<file path="src/rtl/spi_dac_mc_out.sv">
// Multi-channel LTC2624-class SPI DAC driver: buffers one sample set per handshake and
// shifts one 24-bit command frame per channel every sample period.
module spi_dac_mc_out #(
  parameter int NUM_CH     = 4,
  parameter int DATA_W     = 12,
  parameter int CLK_DIV    = 2,
  parameter int UPDATE_ALL = 1
) (
  input  logic                       clk,
  input  logic                       reset,
  input  logic [15:0]                period,
  input  logic [NUM_CH*DATA_W-1:0]   samples,
  input  logic                       in_valid,
  output logic                       in_ready,
  output logic                       spi_sck,
  output logic                       spi_sdo,
  output logic                       spi_cs_n,
  output logic                       frame_strobe,
  output logic                       underrun,
  output logic                       busy
);

  localparam int                 SET_W    = NUM_CH * DATA_W;
  localparam int                 DIV_W    = $clog2(CLK_DIV + 1);
  localparam logic [DIV_W-1:0]   DIV_LAST = DIV_W'(CLK_DIV - 1);
  localparam logic [2:0]         LAST_CH  = 3'(NUM_CH - 1);
  localparam logic [5:0]         LAST_HALF = 6'd47;

  typedef enum logic [2:0] {
    S_IDLE, S_LOAD, S_CS_SETUP, S_SHIFT, S_CS_HOLD, S_GAP, S_DONE
  } state_t;

  state_t             state, state_nxt;
  logic [DIV_W-1:0]   div, div_nxt;
  logic [5:0]         half, half_nxt;     // SCK half-phase index within the 24-bit shift
  logic [2:0]         ch, ch_nxt;
  logic [23:0]        word, word_nxt;
  logic               sck_nxt, cs_n_nxt, sdo_nxt, strobe_nxt, under_nxt, busy_nxt;

  logic [15:0]        per_cnt;
  logic [SET_W-1:0]   pend, shadow;
  logic               pend_full;
  logic               fs, accept;

  assign fs       = (state == S_IDLE) && (per_cnt == '0);
  assign accept   = in_valid && !pend_full;
  assign in_ready = !pend_full;

  function automatic logic [23:0] build_word(input logic [2:0] k, input logic [SET_W-1:0] set);
    logic [15:0] data;
    logic [3:0]  cmd;
    data = '0;
    data[15 -: DATA_W] = set[int'(k)*DATA_W +: DATA_W];
    if (UPDATE_ALL != 0) cmd = (k == LAST_CH) ? 4'b0010 : 4'b0000;
    else                 cmd = 4'b0011;
    return {cmd, 1'b0, k, data};
  endfunction

  // NOTE: every always_comb output is defaulted first so no path can infer a latch.
  always_comb begin
    state_nxt  = state;
    div_nxt    = div;
    half_nxt   = half;
    ch_nxt     = ch;
    word_nxt   = word;
    sck_nxt    = spi_sck;
    cs_n_nxt   = spi_cs_n;
    sdo_nxt    = spi_sdo;
    strobe_nxt = 1'b0;
    under_nxt  = 1'b0;
    busy_nxt   = busy;

    unique case (state)
      S_IDLE: begin
        sck_nxt  = 1'b0;
        cs_n_nxt = 1'b1;
        if (fs) begin
          state_nxt = S_LOAD;
          ch_nxt    = '0;
          busy_nxt  = 1'b1;
          under_nxt = !pend_full;
        end
      end
      S_LOAD: begin
        word_nxt  = build_word(ch, shadow);
        sdo_nxt   = word_nxt[23];
        sck_nxt   = 1'b0;
        cs_n_nxt  = 1'b0;
        div_nxt   = '0;
        state_nxt = S_CS_SETUP;
      end
      S_CS_SETUP: begin
        if (div == DIV_LAST) begin
          div_nxt   = '0;
          half_nxt  = '0;
          state_nxt = S_SHIFT;
        end else begin
          div_nxt = div + DIV_W'(1);
        end
      end
      S_SHIFT: begin
        if (div == DIV_LAST) begin
          div_nxt = '0;
          if (half == LAST_HALF) begin
            sck_nxt   = 1'b0;
            state_nxt = S_CS_HOLD;
          end else begin
            half_nxt = half + 6'd1;
            sck_nxt  = !spi_sck;
            // Data advances only when a new low phase begins.
            if (half[0]) begin
              word_nxt = {word[22:0], 1'b0};
              sdo_nxt  = word[22];
            end
          end
        end else begin
          div_nxt = div + DIV_W'(1);
        end
      end
      S_CS_HOLD: begin
        if (div == DIV_LAST) begin
          div_nxt   = '0;
          cs_n_nxt  = 1'b1;
          state_nxt = S_GAP;
        end else begin
          div_nxt = div + DIV_W'(1);
        end
      end
      S_GAP: begin
        if (div == DIV_LAST) begin
          div_nxt = '0;
          if (ch == LAST_CH) begin
            strobe_nxt = 1'b1;
            state_nxt  = S_DONE;
          end else begin
            ch_nxt    = ch + 3'd1;
            state_nxt = S_LOAD;
          end
        end else begin
          div_nxt = div + DIV_W'(1);
        end
      end
      S_DONE: begin
        busy_nxt  = 1'b0;
        state_nxt = S_IDLE;
      end
      default: state_nxt = S_IDLE;
    endcase
  end

  // NOTE: sequential state uses non-blocking assignments only, so every flop samples
  // the pre-edge values regardless of statement order.
  always_ff @(posedge clk) begin
    if (reset) begin
      state        <= S_IDLE;
      div          <= '0;
      half         <= '0;
      ch           <= '0;
      word         <= '0;
      spi_sck      <= 1'b0;
      spi_sdo      <= 1'b0;
      spi_cs_n     <= 1'b1;
      frame_strobe <= 1'b0;
      underrun     <= 1'b0;
      busy         <= 1'b0;
      per_cnt      <= '0;
      pend_full    <= 1'b0;
      pend         <= '0;
      // NOTE: the shadow set is cleared on reset because an underrun right after reset
      // retransmits it; the pending data register is reset only for determinism.
      shadow       <= '0;
    end else begin
      state        <= state_nxt;
      div          <= div_nxt;
      half         <= half_nxt;
      ch           <= ch_nxt;
      word         <= word_nxt;
      spi_sck      <= sck_nxt;
      spi_sdo      <= sdo_nxt;
      spi_cs_n     <= cs_n_nxt;
      frame_strobe <= strobe_nxt;
      underrun     <= under_nxt;
      busy         <= busy_nxt;

      if (fs)                   per_cnt <= (period == '0) ? '0 : period - 16'd1;
      else if (per_cnt != '0)   per_cnt <= per_cnt - 16'd1;

      // accept needs an empty buffer, so it never collides with the hand-off below.
      if (fs && pend_full) begin
        shadow    <= pend;
        pend_full <= 1'b0;
      end
      if (accept) begin
        pend      <= samples;
        pend_full <= 1'b1;
      end
    end
  end

endmodule

</file>
<file path="config.mk">
export PLATFORM = sky130hd
export DESIGN_NAME = spi_dac_mc_out
export DESIGN_NICKNAME = d
export VERILOG_FILES = /design/src/rtl/spi_dac_mc_out.sv
export SDC_FILE = /design/constraint.sdc
export NUM_CORES = 1
export LEC_CHECK = 0
export CAP_MARGIN = 10
export CORE_UTILIZATION = 43
export CTS_CLUSTER_SIZE = 24
export DETAILED_ROUTE_END_ITERATION = 7
export HOLD_SLACK_MARGIN = 0.08
export MAX_ROUTING_LAYER = met4
export REMOVE_ABC_BUFFERS = 1
export SKIP_LAST_GASP = 1
export SYNTH_ARGS = -nofsm -noshare
export SYNTH_HDL_FRONTEND = slang
export SYNTH_SLANG_ARGS = --single-unit
</file>
<file path="constraint.sdc">
create_clock -name clk -period 2.3 [get_ports clk]
set_clock_uncertainty 0.15 [all_clocks]
set_input_delay 0.23 -clock clk [delete_from_list [all_inputs] [get_ports clk]]
set_output_delay 0.23 -clock clk [all_outputs]
set_load 0.01 [all_outputs]
</file>
======== Word level (Yosys, flattened, before mapping) ========
Cells that the tools add are included.
storage, ports and cells
  bits in registers ....................... 156
  output and inout port bits .............. 7
operators by class
  reductions and logical operators ........ 29
  mux-type cells .......................... 40
  bitwise gates (word level) .............. 4
  shift-type cells ........................ 1
  multipliers ............................. 1
  add/sub/neg operators ................... 5
  equal/unequal tests ..................... 18
operator list
  operator               number
  $mux 23                3
  $mux 16                3
  $shiftx 48x8->12       1
  $pmux 23 s2            1
  $logic_not 16->1       2
  $sub 16x1->16 const B  2
  $mux 3                 10
  $mux 6                 3
  $ne 2x2->1 const B     9
  $pmux 3 s6             1
  $reduce_bool 16->1     1
  $reduce_bool 2->1      8
  $pmux 6 s2             1
  $reduce_and 4->1       3
  $mux 1                 10
  $eq 3x2->1 const B     3
  $eq 3x3->1 const B     3
  $add 6x1->6 const B    1
  $eq 6x6->1 const B     1
  $pmux 1 s2             3
  $pmux 3 s2             1
  $reduce_and 2->1       3
  $reduce_and 6->1       1
  $reduce_or 3->1        2
  other kinds (15)       22

======== Longest topological paths before layout ========
Gate-level depths: netlist of run 1.
  depth in word-level cells ............... 5
  gate-level depth with buffers ........... 9

======== Least setup slack after synthesis of run 1 ========
Ideal clock, no wire load.
  path kind ............................... reg-to-reg
  start point ............................. register ch[1]
  end point ............................... register word[14]
  arrival ................................. 1.819 ns
  path buffers ............................ 2
  data required time ...................... 2.018 ns
  path slack .............................. 0.199 ns
  cell stages (with the launch flop) ...... 6
  clock period less this slack ............ 2.101 ns
  path through ............................ dfxtp_1 -> clkbuf_1 -> buf_1 -> mux4_2 -> a221oi_1 -> nor3_1
between the ends
  cells in the longest elaborated chain, start to end .. 3
RTL lines
  item                    RTL line  source
  start, declared         36        logic [2:0] ch, ch_nxt;
  start signal, assigned  176       ch <= ch_nxt;
  $mul 3x2->5             53        data[15 -: DATA_W] = set[int'(k)*DATA_W +: DATA_W];
  $shiftx 48x8->12        53
  $pmux 23 s2             73        unique case (state)
  end signal, assigned    177       word <= word_nxt;
  end, declared           37        logic [23:0] word, word_nxt;
No other way between the ends.
A chain may end at the register's enable or synchronous reset.

======== Final worst setup path of run 1 ========
  start point ............................. register per_cnt[8]
  end point ............................... register shadow[4]
between the ends
  cells in the longest elaborated chain, start to end .. 3
RTL lines
  item                    RTL line  source
  start, declared         40        logic [15:0] per_cnt;
  start signal, assigned  185       if (fs) per_cnt <= (period == '0) ? '0 : period - 16'd1;
  start signal, assigned  186       else if (per_cnt != '0) per_cnt <= per_cnt - 16'd1;
  $logic_not 16->1        45        assign fs = (state == S_IDLE) && (per_cnt == '0);
  $logic_and 1x1->1       45
  $logic_and 1x1->1       189       if (fs && pend_full) begin
  end signal, assigned    190       shadow <= pend;
  end, declared           41        logic [SET_W-1:0] pend, shadow;
No other way between the ends.

==> results of run 1 <==
## worst paths after layout
kind	from	to	slack, ns	depth (start not counted)
worst max register to register	per_cnt[8]	shadow[4]	0.11	6
worst max-delay path	per_cnt[8]	shadow[4]	0.11	6
worst min register to register	shadow[25]	shadow[25]	0.30	2
worst min-delay path	reset	shadow[5]	0.11	2
## repair_timing
action,4_1_cts,5_1_grt
setup buffers,0,6
resized for setup,0,6
endpoints found under the setup margin,0,43
hold buffers,0,0
## state kept, by name (all words and copies together) (netlist names), 2 cells and up
name and cells:
div 2, word 19, half 6, ch 3, pend 48, shadow 48
state 3, per_cnt 16
## cell usage in the layout (no fill, tap or decap), types with 9 or more instances in the layout
cell type and count:
a21oi_1 127, nor2_1 49, a211oi_1 11, o21ai_0 9
inv_1 11, mux4_2 12, nor3_1 29, a221oi_1 12
xor2_1 9, buf_4 46, clkdlybuf4s50_1 72, clkbuf_16 18
dfxtp_1 152, nand2_1 220, xnor2_1 12
## per-layer routing
layer	vias to the layer above	global-route usage [%]	wire length [um]
met3	19	4.30	464
met5	-	-	0
met1	2857	24.7	7380
met2	107	35.2	7550
li1	3027	-	-
met4	0	7.00	258
## power by group through the flow
stage,registers [mW],clock network [mW],logic (mW)
global route,3.21,2.97,2.24
global placement,3.20,0,1.83
detailed placement,3.22,0,1.85
CTS,3.16,2.86,1.86
finish,3.17,2.78,2.03
floorplan,3.19,0,1.15
## synth_stat cells, types with 6 or more instances
cell | number | area, um^2
a211oi_1 | 11 | 82.6
a21oi_1 | 127 | 636
a221oi_1 | 12 | 105
buf_2 | 6 | 30.0
clkbuf_1 | 38 | 143
dfxtp_1 | 152 | 3040
ha_1 | 8 | 100
inv_1 | 11 | 41.3
mux2i_1 | 8 | 80.1
mux4_2 | 12 | 270
nand2_1 | 220 | 826
nand3_1 | 9 | 45.0
nand4_1 | 8 | 50.1
nor2_1 | 49 | 184
nor3_1 | 29 | 145
o21ai_0 | 9 | 45.0
xnor2_1 | 12 | 105
xor2_1 | 9 | 78.8
## cells by family (layout without fill, tap and decap cells)
family / Yosys count / in the layout
mux: 21 / 21
fa+ha+maj: 8 / 8
compound gates: 188 / 188
simple gates: 363 / 363
flops: 152 / 152
buf+inv: 63 / 167
xor+xnor: 21 / 21
## area by class of cell
class	instances	area, um^2
Tap cell	188	235
Inverter	12	45.0
Timing Repair Buffer	124	1180
Sequential cell	152	3040
Clock inverter	12	139
Multi-Input combinational cell	601	3460
Fill cell	1392	6650
Clock buffer	19	453
## worst max-delay path, cell delays in order (launching register included)
cell and delay (ns):
dfxtp_1 0.38, nor4_4 0.44, nand4b_4 0.20, nor4_4 0.41
clkbuf_16 0.29, nand2_1 0.07, a21oi_1 0.16
==> flow_summary.ini, run 1 <==
[timing]
fin_ws_ns = 0.112
min_period_ns = 2.19
tns_ns = 0
number_of_setup_violations_in_the_final_report = 0
fin_worst_hold_slack_ns = 0.112
rsz0062_at_grt = no
finalMaxSlewViolations = 0
report.final.hold_viol_count = 0
final_min_period_over_clock_period_pct = 95.1
worst-slew-pin-transition_ns = 0.946
timing.max_slew.rel_slack_pct = 36.7
fmax_ghz = 0.457

[pwr]
power_mw = 7.98
sw_frac_of_total_pct = 30.5
total_switching_power_mw = 2.43
pwr-share-seq_pct = 39.8
cellPowerDensity_mw_per_mm2 = 933
comb_power_share_pct = 25.4
leakage_nw = 3.05
clkPwrFrac_pct = 34.8
p_int_mw = 5.55
max-vdd-ir-drop_mv = 0.600

[die]
chipWidth_um = 127
num_rows = 45
core_mm2 = 0.0152
starting_density_of_the_core_pct = 44.1
io_pins = 74
fp.dieH_um = 127
dieArea_mm2 = 0.0161

[logic_synthesis]
synth-adder-area-share_pct = 1.49
synth_xor_area_share_pct = 2.74
synth_area_mm2 = 0.00671
postSynthRegisterBits = 152
synth-warning-count = 0
yosysSeqAreaShare_pct = 45.4
synth_compound_gate_area_share_pct = 16.5
synth_cells = 816
syn-mean-instance-area_um2 = 8.22
synth_top_family_by_area = simple AND/OR/NAND/NOR gates
postSynth.asyncResetShare_pct = 0
synth_mux_area_share_pct = 5.39
synth-main-ff-cell = dfxtp_1
synth_cell_types = 64
yosys.area_share.simple_pct = 24.7
synth_enable_flop_cells = 0

[finish]
layout.core_utilization_pct = 56.3
layout.cell_area.non_filler_mm2 = 0.00855
layoutNonFillerInstCount = 1108
design.final.nets = 983
syn_to_final_growth_pct = 27.5
diodes = 0
drive_above_1_share_pct = 12.2

[cts]
clk_transition_reported_paths_ns = 0.06
cts_inserted_buffers = 17
clk_root_buffer_cell = clkbuf_16
clock_tree.htree_level_count = 4
clkSinkCount = 152
clock_tree.buffer_depth = 2
clk_lat_worst_skew_ns = 0.43
cts_tree = yes

[grt]
grt_first_pass_wirelength_um = 26400
global_route.usage.total_pct = 20.8
first_global_vias = 5721
initial_antenna_violation_count = 0
global_route.overflow_total = 0
largest_net_degree_at_the_start_of_global_routing = 91

[worst_setup_path]
critical_path.max_fanout = 25
worst_ep_arrival_time_ns = 2.39
crit_required_ns = 2.50
critical_path.endpoint_type = flop
start_kind = flop
ws_path_type = reg -> reg

[routing]
via_per_inst = 5.42
drt_first_pass_iters = 5
totalWireLength_um = 15700
routedWlPerCell_um = 14.1
initialDrtViolationCount = 406
drt_drc = 0
via_count_of_the_routed_design = 6010
ant_nets = 0

[run]
maxCapViolCount = 0

[placement]
port_buffers = 73
dpl.hpwl_um = 10500
postPlaceCellArea_mm2 = 0.00787
place.gp.congestion = 0.826
place.detailed.instances = 1070
post-place-ws_ns = -0.112

[run_status]
run_status = finished clean

[worst_hold_path]
hold_path_class = in -> reg
(Power assumes the default switching activity.)
==> run 2, diff against run 1 <==
--- a/config.mk
+++ b/config.mk
@@ -11,6 +11,7 @@
 export DETAILED_ROUTE_END_ITERATION = 7
 export HOLD_SLACK_MARGIN = 0.08
 export MAX_ROUTING_LAYER = met4
+export PLACE_DENSITY = 0.66
 export REMOVE_ABC_BUFFERS = 1
 export SKIP_LAST_GASP = 1
 export SYNTH_ARGS = -nofsm -noshare
==> constraint.sdc (replaced) <==
create_clock -name clk -period 1.89 [get_ports clk]
set_clock_uncertainty 0.15 [all_clocks]
set_input_delay 0.189 -clock clk [delete_from_list [all_inputs] [get_ports clk]]
set_output_delay 0.189 -clock clk [all_outputs]
set_load 0.01 [all_outputs]
==> run 2 against run 1 <==
The flow now finishes with violations (setup timing); combinational power rose by 67%; fmax rose by 3.8%; utilization rose by 6.1 points; routed wire length rose by 15%; via count rose by 4.6%; worst setup slack got worse by 0.33 ns; sequential cell count did not move; critical path depth rose by 2; final area rose by 11%; largest cell class unchanged; largest power group unchanged; highest routed layer unchanged.
==> flow_summary.ini, run 2 (synthesis gave the netlist of run 1 again) <==
[run_status]
run_status = complete, but fails checks
failing_checks = setup timing

[worst_setup_path]
reg_to_reg_end = shadow[6]
critPathBufInv = 3
crit_required_ns = 2.09
worst_r2r_startpoint = per_cnt[3]
crit_path_cell_trace = buf_6, nor4_4, nand4b_4, nor4_4, buf_6, buf_16, nand2_1, a21oi_1
regToRegSetupSlack_ns = -0.22
reg2reg_depth = 8
critical_path.slowest_cell = nor4_4
critical_path.max_fanout = 12
critical_path.endpoint_type = flop
crit_family = simple AND/OR/NAND/NOR gates
worst_ep_arrival_time_ns = 2.30
ws_path_type = reg -> reg
slowest_delay_ns = 0.36
start_kind = flop

[cts]
clock_tree.htree_level_count = 4
clkSinkCount = 152
clk_transition_reported_paths_ns = 0.07
clock_tree.buffer_depth = 2
cts_tree = yes
clk_lat_worst_skew_ns = 0.42
clk_root_buffer_cell = clkbuf_16
cts_inserted_buffers = 17

[routing]
via_count_of_the_routed_design = 6289
drt_drc = 0
routedWlPerCell_um = 15.4
via_per_inst = 5.37
initialDrtViolationCount = 536
totalWireLength_um = 18000
ant_nets = 0
drt_first_pass_iters = 5

[timing]
timing.max_slew.rel_slack_pct = 64.6
fmax_ghz = 0.475
min_period_ns = 2.11
fin_ws_ns = -0.217
rsz0062_at_grt = yes
fin_worst_hold_slack_ns = 0.0805
number_of_setup_violations_in_the_final_report = 64
worst-slew-pin-transition_ns = 0.530
final_min_period_over_clock_period_pct = 111
report.final.hold_viol_count = 0
finalMaxSlewViolations = 0

[finish]
multi_input_area_mm2 = 0.00371
layout.cells.most_common = nand2_1
design.final.nets = 1045
layout_common_cells = 206 x nand2_1, 145 x dfxtp_1, 108 x a21oi_1
largestRegisters = pend x48, shadow x48, word x19
diodes = 0
layout.cell_area.non_filler_mm2 = 0.00948
syn_to_final_growth_pct = 41.3
drive_above_1_share_pct = 23.3
num-fill-cells = 1326
layout.area.seq_mm2 = 0.00305

[die]
core_mm2 = 0.0152
chipWidth_um = 127
dieArea_mm2 = 0.0161
starting_density_of_the_core_pct = 44.1
num_rows = 45
io_pins = 74
fp.dieH_um = 127

[pwr]
total_switching_power_mw = 3.32
clkPwrFrac_pct = 31.6
p_int_mw = 7.28
pwr-share-seq_pct = 36.3
sw_frac_of_total_pct = 31.3
max-vdd-ir-drop_mv = 0.777
cellPowerDensity_mw_per_mm2 = 1120
leakage_nw = 3.56
comb_power_share_pct = 32.1

[placement]
place.gp.congestion = 0.823
dpl.hpwl_um = 10700
postPlaceCellArea_mm2 = 0.00830
port_buffers = 73

[worst_hold_path]
worstHoldStart = reset
whs_path_depth = 2
timing.hold.worst_endpoint = shadow[17]
hold_path_class = in -> reg

[grt]
initial_antenna_violation_count = 0
first_global_vias = 6037
largest_net_degree_at_the_start_of_global_routing = 64
global_route.usage.total_pct = 22.7
grt_first_pass_wirelength_um = 28500
global_route.overflow_total = 0

[run]
maxCapViolCount = 0
run 2: how the worst max path moves through the flow:
stage | from | end | slack (ns) | cells past startpoint
after floorplan | per_cnt[0] | shadow[0] | -0.93 | 6
after global placement | period[0] | per_cnt[15] | -0.56 | 9
after detailed placement | period[0] | per_cnt[15] | -0.58 | 9
after CTS | per_cnt[2] | per_cnt[10] | -0.15 | 5
after global routing | per_cnt[3] | shadow[45] | -0.29 | 8
final | per_cnt[3] | shadow[6] | -0.22 | 8
run 2: layer usage:
layer | part of all wire (%) | global-route usage, % | routed length [um] | up-vias
li1 | - | - | - | 3153
met1 | 46 | 28.5 | 8360 | 2985
met2 | 49 | 37.0 | 8760 | 128
met3 | 3.7 | 4.72 | 672 | 23
met4 | 1.4 | 6.30 | 250 | 0
met5 | 0 | - | 0 | -
run 2: stage by stage:
step	setup WS, ns	total power, mW	utilization [%]	TNS [ns]	instances
after floorplan	-0.934	5.27	-	-73.30	765
after global placement	-0.555	6.57	54.6	-18.79	1121
after detailed placement	-0.583	6.60	54.6	-19.20	1121
after CTS	-0.154	10.3	60.2	-7.43	1165
after global routing	-0.290	11.1	62.4	-14.61	1171
final	-0.217	10.6	62.4	-8.73	1171
run 2: layout make-up:
class / instances / area share (%)
Clock buffer: 19 / 4.57
Clock inverter: 13 / 1.53
Inverter: 12 / 0.475
Multi-Input combinational cell: 601 / 39.1
Sequential cell: 152 / 32.2
Tap cell: 188 / 2.48
Timing Repair Buffer: 186 / 19.7
run 2: worst register-to-register path, cell delays in order, from the launching register on:
cell      delay, ns
dfxtp_2        0.34
buf_6          0.12
nor4_4         0.36
nand4b_4       0.18
nor4_4         0.30
buf_6          0.18
buf_16         0.15
nand2_1        0.07
a21oi_1        0.18
run 2: repair_timing:
item / in CTS / in global routing
hold endpoints to repair: 17 / 0
pin swaps: 12 / 20
setup endpoints to repair: 72 / 76
setup buffers: 8 / 2
cloned: 3 / 4
hold buffers: 1 / 0
resized for setup: 38 / 56
run 2: power by group through the flow:
stage	clock network [mW]	registers, mW	logic [mW]
after floorplan	0	3.88	1.39
after global placement	0	3.86	2.71
after detailed placement	0	3.86	2.74
after CTS	3.38	3.82	3.11
after global routing	3.55	3.88	3.69
final	3.35	3.85	3.40
